==> src/rtl/mem_channel_router.sv <==
`default_nettype none
// ============================================================================
// Module   : mem_channel_router
// Brief    : Routes virtual-port memory requests to address-selected DRAM
//            channels and returns read data to each port in issue order.
// Revision : 1.0 - initial release
// ============================================================================

package mem_router_pkg;
    localparam int MEM_ADDR_W = 32;
    localparam int MEM_DATA_W = 64;

    typedef struct packed {
        logic                  valid;
        logic                  isWrite;
        logic [MEM_ADDR_W-1:0] addr;
        logic [MEM_DATA_W-1:0] data;
    } MemReq;

    typedef struct packed {
        logic                  valid;
        logic [MEM_DATA_W-1:0] data;
    } MemResp;
endpackage

module mem_channel_router
    import mem_router_pkg::*;
#(
    parameter int NUM_VIRT        = 2,
    parameter int NUM_PHY         = 2,
    parameter int CH_BIT          = 6,
    parameter int MAX_OUTSTANDING = 16
) (
    input  logic                clk,
    input  logic                rst,
    input  MemReq               vir_mem_reqs        [NUM_VIRT],
    output logic [NUM_VIRT-1:0] vir_mem_req_grants,
    output MemResp              vir_mem_resps       [NUM_VIRT],
    input  logic [NUM_VIRT-1:0] vir_mem_resp_grants,
    output MemReq               phy_mem_reqs        [NUM_PHY],
    input  logic [NUM_PHY-1:0]  phy_mem_req_grants,
    input  MemResp              phy_mem_resps       [NUM_PHY],
    output logic [NUM_PHY-1:0]  phy_mem_resp_grants
);

    localparam int C_VID_W = (NUM_VIRT > 1) ? $clog2(NUM_VIRT) : 1;
    localparam int C_CH_W  = (NUM_PHY > 1) ? $clog2(NUM_PHY) : 1;
    localparam int C_PTR_W = (MAX_OUTSTANDING > 1) ? $clog2(MAX_OUTSTANDING) : 1;
    localparam int C_CNT_W = $clog2(MAX_OUTSTANDING + 1);
    localparam logic [C_CNT_W-1:0] C_FULL = C_CNT_W'(MAX_OUTSTANDING);

    MemReq               slot_q [NUM_PHY];
    MemReq               slot_d [NUM_PHY];
    logic [C_VID_W-1:0]  rr_q   [NUM_PHY];
    logic [C_VID_W-1:0]  rr_d   [NUM_PHY];

    // Channel FIFOs remember which port owns each read; port FIFOs remember which channel
    logic [C_VID_W-1:0]  chf_mem_q [NUM_PHY][MAX_OUTSTANDING];
    logic [C_PTR_W-1:0]  chf_wp_q  [NUM_PHY];
    logic [C_PTR_W-1:0]  chf_rp_q  [NUM_PHY];
    logic [C_CNT_W-1:0]  chf_cnt_q [NUM_PHY];
    logic [C_CH_W-1:0]   vf_mem_q  [NUM_VIRT][MAX_OUTSTANDING];
    logic [C_PTR_W-1:0]  vf_wp_q   [NUM_VIRT];
    logic [C_PTR_W-1:0]  vf_rp_q   [NUM_VIRT];
    logic [C_CNT_W-1:0]  vf_cnt_q  [NUM_VIRT];

    logic [NUM_PHY-1:0]  chf_push;
    logic [NUM_PHY-1:0]  chf_pop;
    logic [C_VID_W-1:0]  chf_push_vid [NUM_PHY];
    logic [C_VID_W-1:0]  chf_head     [NUM_PHY];
    logic [NUM_VIRT-1:0] vf_push;
    logic [NUM_VIRT-1:0] vf_pop;
    logic [C_CH_W-1:0]   vf_push_ch   [NUM_VIRT];
    logic [C_CH_W-1:0]   vf_head      [NUM_VIRT];

    logic [C_CH_W-1:0]   tgt  [NUM_VIRT];
    logic [NUM_PHY-1:0]  elig [NUM_VIRT];
    logic [NUM_VIRT-1:0] req_gnt;
    logic                err_q;
    logic                err_d;

    function automatic logic [C_PTR_W-1:0] ptr_inc(input logic [C_PTR_W-1:0] p);
        return (int'(p) == MAX_OUTSTANDING - 1) ? '0 : p + 1'b1;
    endfunction

    for (genvar v = 0; v < NUM_VIRT; v++) begin : g_tgt
        if (NUM_PHY > 1) begin : g_sel
            assign tgt[v] = vir_mem_reqs[v].addr[CH_BIT +: C_CH_W];
        end else begin : g_single
            assign tgt[v] = '0;
        end
        assign vf_head[v] = vf_mem_q[v][vf_rp_q[v]];
    end

    for (genvar c = 0; c < NUM_PHY; c++) begin : g_chan
        assign chf_head[c] = chf_mem_q[c][chf_rp_q[c]];
        always_comb begin
            phy_mem_reqs[c] = slot_q[c];
            if (rst) begin
                phy_mem_reqs[c].valid = 1'b0;
            end
        end
    end

    // A full FIFO blocks a read even when it pops this cycle
    always_comb begin
        for (int v = 0; v < NUM_VIRT; v++) begin
            for (int c = 0; c < NUM_PHY; c++) begin
                elig[v][c] = vir_mem_reqs[v].valid && (int'(tgt[v]) == c) &&
                             (vir_mem_reqs[v].isWrite ||
                              (chf_cnt_q[c] != C_FULL && vf_cnt_q[v] != C_FULL));
            end
        end
    end

    always_comb begin
        logic               found;
        int                 idx;
        logic [C_VID_W-1:0] win;
        found    = 1'b0;
        idx      = 0;
        win      = '0;
        req_gnt  = '0;
        chf_push = '0;
        vf_push  = '0;
        for (int v = 0; v < NUM_VIRT; v++) begin
            vf_push_ch[v] = '0;
        end
        for (int c = 0; c < NUM_PHY; c++) begin
            slot_d[c]       = slot_q[c];
            rr_d[c]         = rr_q[c];
            chf_push_vid[c] = '0;
            if (phy_mem_req_grants[c]) begin
                slot_d[c].valid = 1'b0;
            end
            if (!slot_q[c].valid || phy_mem_req_grants[c]) begin
                found = 1'b0;
                win   = '0;
                for (int i = 0; i < NUM_VIRT; i++) begin
                    idx = int'(rr_q[c]) + i;
                    if (idx >= NUM_VIRT) begin
                        idx = idx - NUM_VIRT;
                    end
                    if (!found && elig[C_VID_W'(idx)][c]) begin
                        found = 1'b1;
                        win   = C_VID_W'(idx);
                    end
                end
                if (found) begin
                    slot_d[c]    = vir_mem_reqs[win];
                    rr_d[c]      = (int'(win) == NUM_VIRT - 1) ? '0 : win + 1'b1;
                    req_gnt[win] = 1'b1;
                    if (!vir_mem_reqs[win].isWrite) begin
                        chf_push[c]     = 1'b1;
                        chf_push_vid[c] = win;
                        vf_push[win]    = 1'b1;
                        vf_push_ch[win] = C_CH_W'(c);
                    end
                end
            end
        end
    end

    // A channel response is released only when both ordering FIFOs agree on the pairing
    always_comb begin
        phy_mem_resp_grants = '0;
        chf_pop             = '0;
        vf_pop              = '0;
        err_d               = err_q;
        for (int v = 0; v < NUM_VIRT; v++) begin
            vir_mem_resps[v] = '0;
        end
        if (!rst) begin
            for (int c = 0; c < NUM_PHY; c++) begin
                if (phy_mem_resps[c].valid) begin
                    if (chf_cnt_q[c] == '0) begin
                        err_d = 1'b1;
                    end else if (vf_cnt_q[chf_head[c]] != '0 &&
                                 int'(vf_head[chf_head[c]]) == c) begin
                        vir_mem_resps[chf_head[c]] = phy_mem_resps[c];
                        if (vir_mem_resp_grants[chf_head[c]]) begin
                            phy_mem_resp_grants[c] = 1'b1;
                            chf_pop[c]             = 1'b1;
                            vf_pop[chf_head[c]]    = 1'b1;
                        end
                    end
                end
            end
        end
    end

    assign vir_mem_req_grants = rst ? '0 : req_gnt;

    always_ff @(posedge clk) begin
        if (rst) begin
            err_q <= 1'b0;
            for (int c = 0; c < NUM_PHY; c++) begin
                slot_q[c]    <= '0;
                rr_q[c]      <= '0;
                chf_wp_q[c]  <= '0;
                chf_rp_q[c]  <= '0;
                chf_cnt_q[c] <= '0;
            end
        end else begin
            err_q <= err_d;
            for (int c = 0; c < NUM_PHY; c++) begin
                slot_q[c] <= slot_d[c];
                rr_q[c]   <= rr_d[c];
                if (chf_push[c]) begin
                    chf_mem_q[c][chf_wp_q[c]] <= chf_push_vid[c];
                    chf_wp_q[c]               <= ptr_inc(chf_wp_q[c]);
                end
                if (chf_pop[c]) begin
                    chf_rp_q[c] <= ptr_inc(chf_rp_q[c]);
                end
                chf_cnt_q[c] <= chf_cnt_q[c] + C_CNT_W'(chf_push[c]) - C_CNT_W'(chf_pop[c]);
            end
        end
    end

    always_ff @(posedge clk) begin
        if (rst) begin
            for (int v = 0; v < NUM_VIRT; v++) begin
                vf_wp_q[v]  <= '0;
                vf_rp_q[v]  <= '0;
                vf_cnt_q[v] <= '0;
            end
        end else begin
            for (int v = 0; v < NUM_VIRT; v++) begin
                if (vf_push[v]) begin
                    vf_mem_q[v][vf_wp_q[v]] <= vf_push_ch[v];
                    vf_wp_q[v]              <= ptr_inc(vf_wp_q[v]);
                end
                if (vf_pop[v]) begin
                    vf_rp_q[v] <= ptr_inc(vf_rp_q[v]);
                end
                vf_cnt_q[v] <= vf_cnt_q[v] + C_CNT_W'(vf_push[v]) - C_CNT_W'(vf_pop[v]);
            end
        end
    end

endmodule

`default_nettype wire
==> config.mk <==
export PLATFORM = sky130hd
export DESIGN_NAME = mem_channel_router
export DESIGN_NICKNAME = d
export VERILOG_FILES = /design/src/rtl/mem_channel_router.sv
export SDC_FILE = /design/constraint.sdc
export NUM_CORES = 1
export LEC_CHECK = 0
export ABC_AREA = 1
export BUFFER_PORTS_ARGS = -buffer_cell sky130_fd_sc_hd__buf_2
export CAP_MARGIN = 20
export CORE_AREA = 8 8 253 255
export CTS_CLUSTER_DIAMETER = 80
export DETAILED_ROUTE_END_ITERATION = 8
export DIE_AREA = 0 0 261 263
export SLEW_MARGIN = 20
export SYNTH_ARGS = -nofsm -noshare
export SYNTH_HDL_FRONTEND = slang
export SYNTH_SLANG_ARGS = --single-unit
==> constraint.sdc <==
create_clock -name clk -period 9 [get_ports clk]
set_input_delay 1.35 -clock clk [delete_from_list [all_inputs] [get_ports clk]]
set_output_delay 1.35 -clock clk [all_outputs]
set_load 0.1 [all_outputs]
==> results.md <==
* Buffer depth of the longest clock path at 3
* Worst-path cell chain: inv_1 -> nand2_1 -> nand3_1 -> nand3_1 -> nand3b_1 -> nand2_2 -> nor2_8 -> nand2_4 -> buf_4 -> o21ai_0 -> a21oi_1 -> buf_2
* CTS H-tree depth at 2
* Drt initial violations at 1202
* Via count at roughly 18000
* Post-CTS Setup Bufs at 0
* Routed Antenna Nets at 0
* CP Data Required Time at 7.65 ns
* Synth Area per Inst at 7.62 µm²
* Number of global-route vias before repair at 16661
* Clock share of power at 0.304
* Hold_sp: slot_q[0][194]$_SDFFE_PP0P_
* Number of buffers and inverters on the critical path at 3
* CTS Buf Count at 40
* Router iterations before antenna repair at 6
* Area contributors post-synth: dfxtp_1 25%, edfxtp_1 16%, nand2_1 11%
* Hold Path Class: register to register
* Hold depth at 2
* PwrDens at 255 nW/µm²
* Worst-Margin Slew at between 0.9 and 1 ns
* Sequential share of the synthesized area at 0.410
* Die X at 261 µm
* Worst slew margin at 0.371
* Antenna violations before repair at 15
* Post-cts sizing count at 0
* Maximum capacitance violations at 0
* Tmin final at between 5 and 6 ns
* Overall die area at 68600 µm²
* Drc violations at 0
* Min-Delay Endpoint: slot_q[0][194]$_SDFFE_PP0P_
* IO Port Bufs at 661
* RSZ-0062 raised after global routing: no
* Crit path launch type: register
* Area Overhead vs Synth at 20.1%
* Worst R2R Setup Slack at about 5.3 ns
* End of the worst register-to-register path: chf_cnt_q[0][9]$_SDFF_PP0_
* Total GRT Usage at 0.188
* CP startpoint: chf_rp_q[0][4]$_SDFFCE_PP0P_
* Net switching power at 2.42 mW
* Area leader, netlist: dfxtp_1
* Endpoints failing setup at 0
* Detailed Place HPWL at 51.0 mm
* FMAX at between 0.15 and 0.2 GHz
* Nets at just over 3000
* DR vias/cell at 4.98
* Root buf cell: clkbuf_16
* Finished Cell Area at 21300 µm²
* Critical Path End Type: primary output
* Final Cycle Share at 0.601
* Wire per inst at roughly 20 µm
* Routability cong. at approximately 0.94
* CP Data Arrival Time at 4.06 ns
* Worst Reg-to-Reg Cells at 17
* Commonest cells after routing, fill and taps aside: 660 x buf_2, 519 x nand2_1, 259 x a21oi_1
* Initial core utilization at 0.295
* Top Family by Delay on Critical Path: buffers and inverters
* Clock Sinks at 314
* Core area at 59900 µm²
* CTS hold repair buffers at 0
* TNS Setup at 0 ns
* Final hold viol count at 0
* CP peak stage delay at roughly 0.73 ns
* Leakage Power at 9.27 nW
* Most used cell, CP: nand3_1
* Mapped Area at ~18000 µm²
* Num rows at 90
* Clk_lat worst skew at 0.54 ns
* Switching Share at 0.447
* YS warnings at 0
* Combinational share of power at 0.383
* Crit-path slowest cell: buf_4
* Total grt overflow at 0
* Crit path kind: register to primary output
* First-pass GRT wire length at 102 mm
* Fin. max-slew vios at 0
* Critical path peak fanout at 97
* Flops & latches, synth at 314
* Max IR drop VDD at 0.000155 V
* Outcome: finished, final reports clean
* Synth unique cells at 41
* Cell-internal power at 2.99 mW
* Post-synth net total at 2701
* Largest net degree at the start of global routing at between 100 and 150
* Cell count after synthesis at 2322
* CTS tree: done
* Die H at 263 µm
* Area after DPL at 19900 µm²
* Post-Route WL at 68.7 mm
* Worst-path clk slew at 0.06 ns
* Sequential share of power at 0.313
* Worst R2R Start: vf_cnt_q[0][3]$_SDFF_PP0_
* Synth top area share at 0.247
* Share of cells above drive strength 1 at 0.288
* Fin worst setup slack at ~3.6 ns
* I/O pin total at 662
* Clk_skew at ~0.026 ns
* Commonest non-fill, non-tap cell in the layout: buf_2
* Pre-CTS setup slack at 3.87 ns
-- through the flow --
stage / util / power [mW] / instances / hold slack, ns
finish: 0.355 / 5.42 / 3516 / 0.454
global route: 0.355 / 5.66 / 3512 / 0.490
CTS: 0.354 / 5.47 / 3501 / 0.459
detailed placement: 0.331 / 3.80 / 3430 / 0.444
global placement: 0.331 / 3.79 / 3430 / 0.438
floorplan: - / 3.50 / 2322 / 0.426
-- how the worst max path moves through the flow --
stage | endpoint | slack [ns] | cells after the start
2_1_floorplan | vir_mem_resps[30] | 3.64 | 6
3_3_place_gp | phy_mem_resp_grants[1] | 3.89 | 6
3_5_place_dp | phy_mem_resp_grants[1] | 3.87 | 6
4_1_cts | vir_mem_resps[61] | 3.60 | 12
5_1_grt | vir_mem_resps[52] | 3.21 | 12
6_report | vir_mem_resps[52] | 3.59 | 12
-- Yosys cell counts --
cell type	count
dfxtp_1	218
o22ai_1	95
o221a_2	1
xor2_1	11
nor2_8	1
nor2_2	6
xnor2_1	9
o21a_1	2
inv_1	100
nand3_4	1
nand4_1	3
clkbuf_2	4
o21bai_1	2
buf_1	10
nand3_2	4
nand3b_2	1
or2_2	3
fa_1	4
nand3b_1	8
clkbuf_1	82
o21ai_1	3
nor4_1	1
nand2_4	2
a22oi_1	1
ha_1	43
edfxtp_1	96
nor2_4	1
o21ai_0	237
nand2_1	519
a21oi_1	259
inv_2	14
clkinv_1	1
a211oi_2	1
nor2_1	142
nand3_1	73
nand2_2	8
a31oi_1	95
buf_4	207
buf_2	29
nor3_1	5
buf_6	20
-- sequential cells by signal, summed over array words and instances, names as in the netlist, 10 cells and up --
name / flops
chf_cnt_q: 10
vf_cnt_q: 10
slot_q: 196
vf_mem_q: 32
chf_mem_q: 32
-- layer usage --
metal	global-route usage	wire length (µm)	vias to the layer above	share of wire
met5	0	13	-	0.00019
met4	0.0822	2660	2	0.039
met3	0.0597	6950	128	0.10
met2	0.294	31200	800	0.45
met1	0.236	27900	8155	0.41
li1	-	-	8430	-
-- logic make-up after synthesis --
logic type / after synthesis / share of synthesized area
simple gates: 778 / 0.180
flops: 314 / 0.410
fa+ha+maj: 47 / 0.0349
buf+inv: 467 / 0.154
xor+xnor: 20 / 0.00990
compound gates: 696 / 0.212
-- worst reg2reg max path: cells and delay by family, from the launching register on --
| kind | cells | cell delay [ns] |
|---|---|---|
| DFF | 1 | 0.36 |
| adders and majority gates | 3 | 0.82 |
| buffers and inverters | 3 | 0.76 |
| and+or+nand+nor | 4 | 0.49 |
| AOI/OAI and AO/OA | 7 | 1.14 |
-- power groups by stage --
stage | Sequential (mW) | Combinational (mW) | Clock [mW]
after floorplan | 1.69 | 1.81 | 0
final | 1.70 | 2.08 | 1.64
after global routing | 1.71 | 2.20 | 1.75
after CTS | 1.70 | 2.08 | 1.69
after global placement | 1.72 | 2.07 | 0
after detailed placement | 1.72 | 2.08 | 0
-- cell type report --
| class | count | area (µm²) |
|---|---|---|
| clock buffer | 57 | 1170 |
| clock inverter | 14 | 193 |
| multi-input combinational | 1541 | 7750 |
| tap | 782 | 978 |
| fill | 6413 | 38700 |
| timing repair buffer | 678 | 3440 |
| inverter | 115 | 440 |
| antenna | 15 | 37.5 |
| sequential | 314 | 7250 |
No activity file was read; power rests on OpenSTA's default activity.
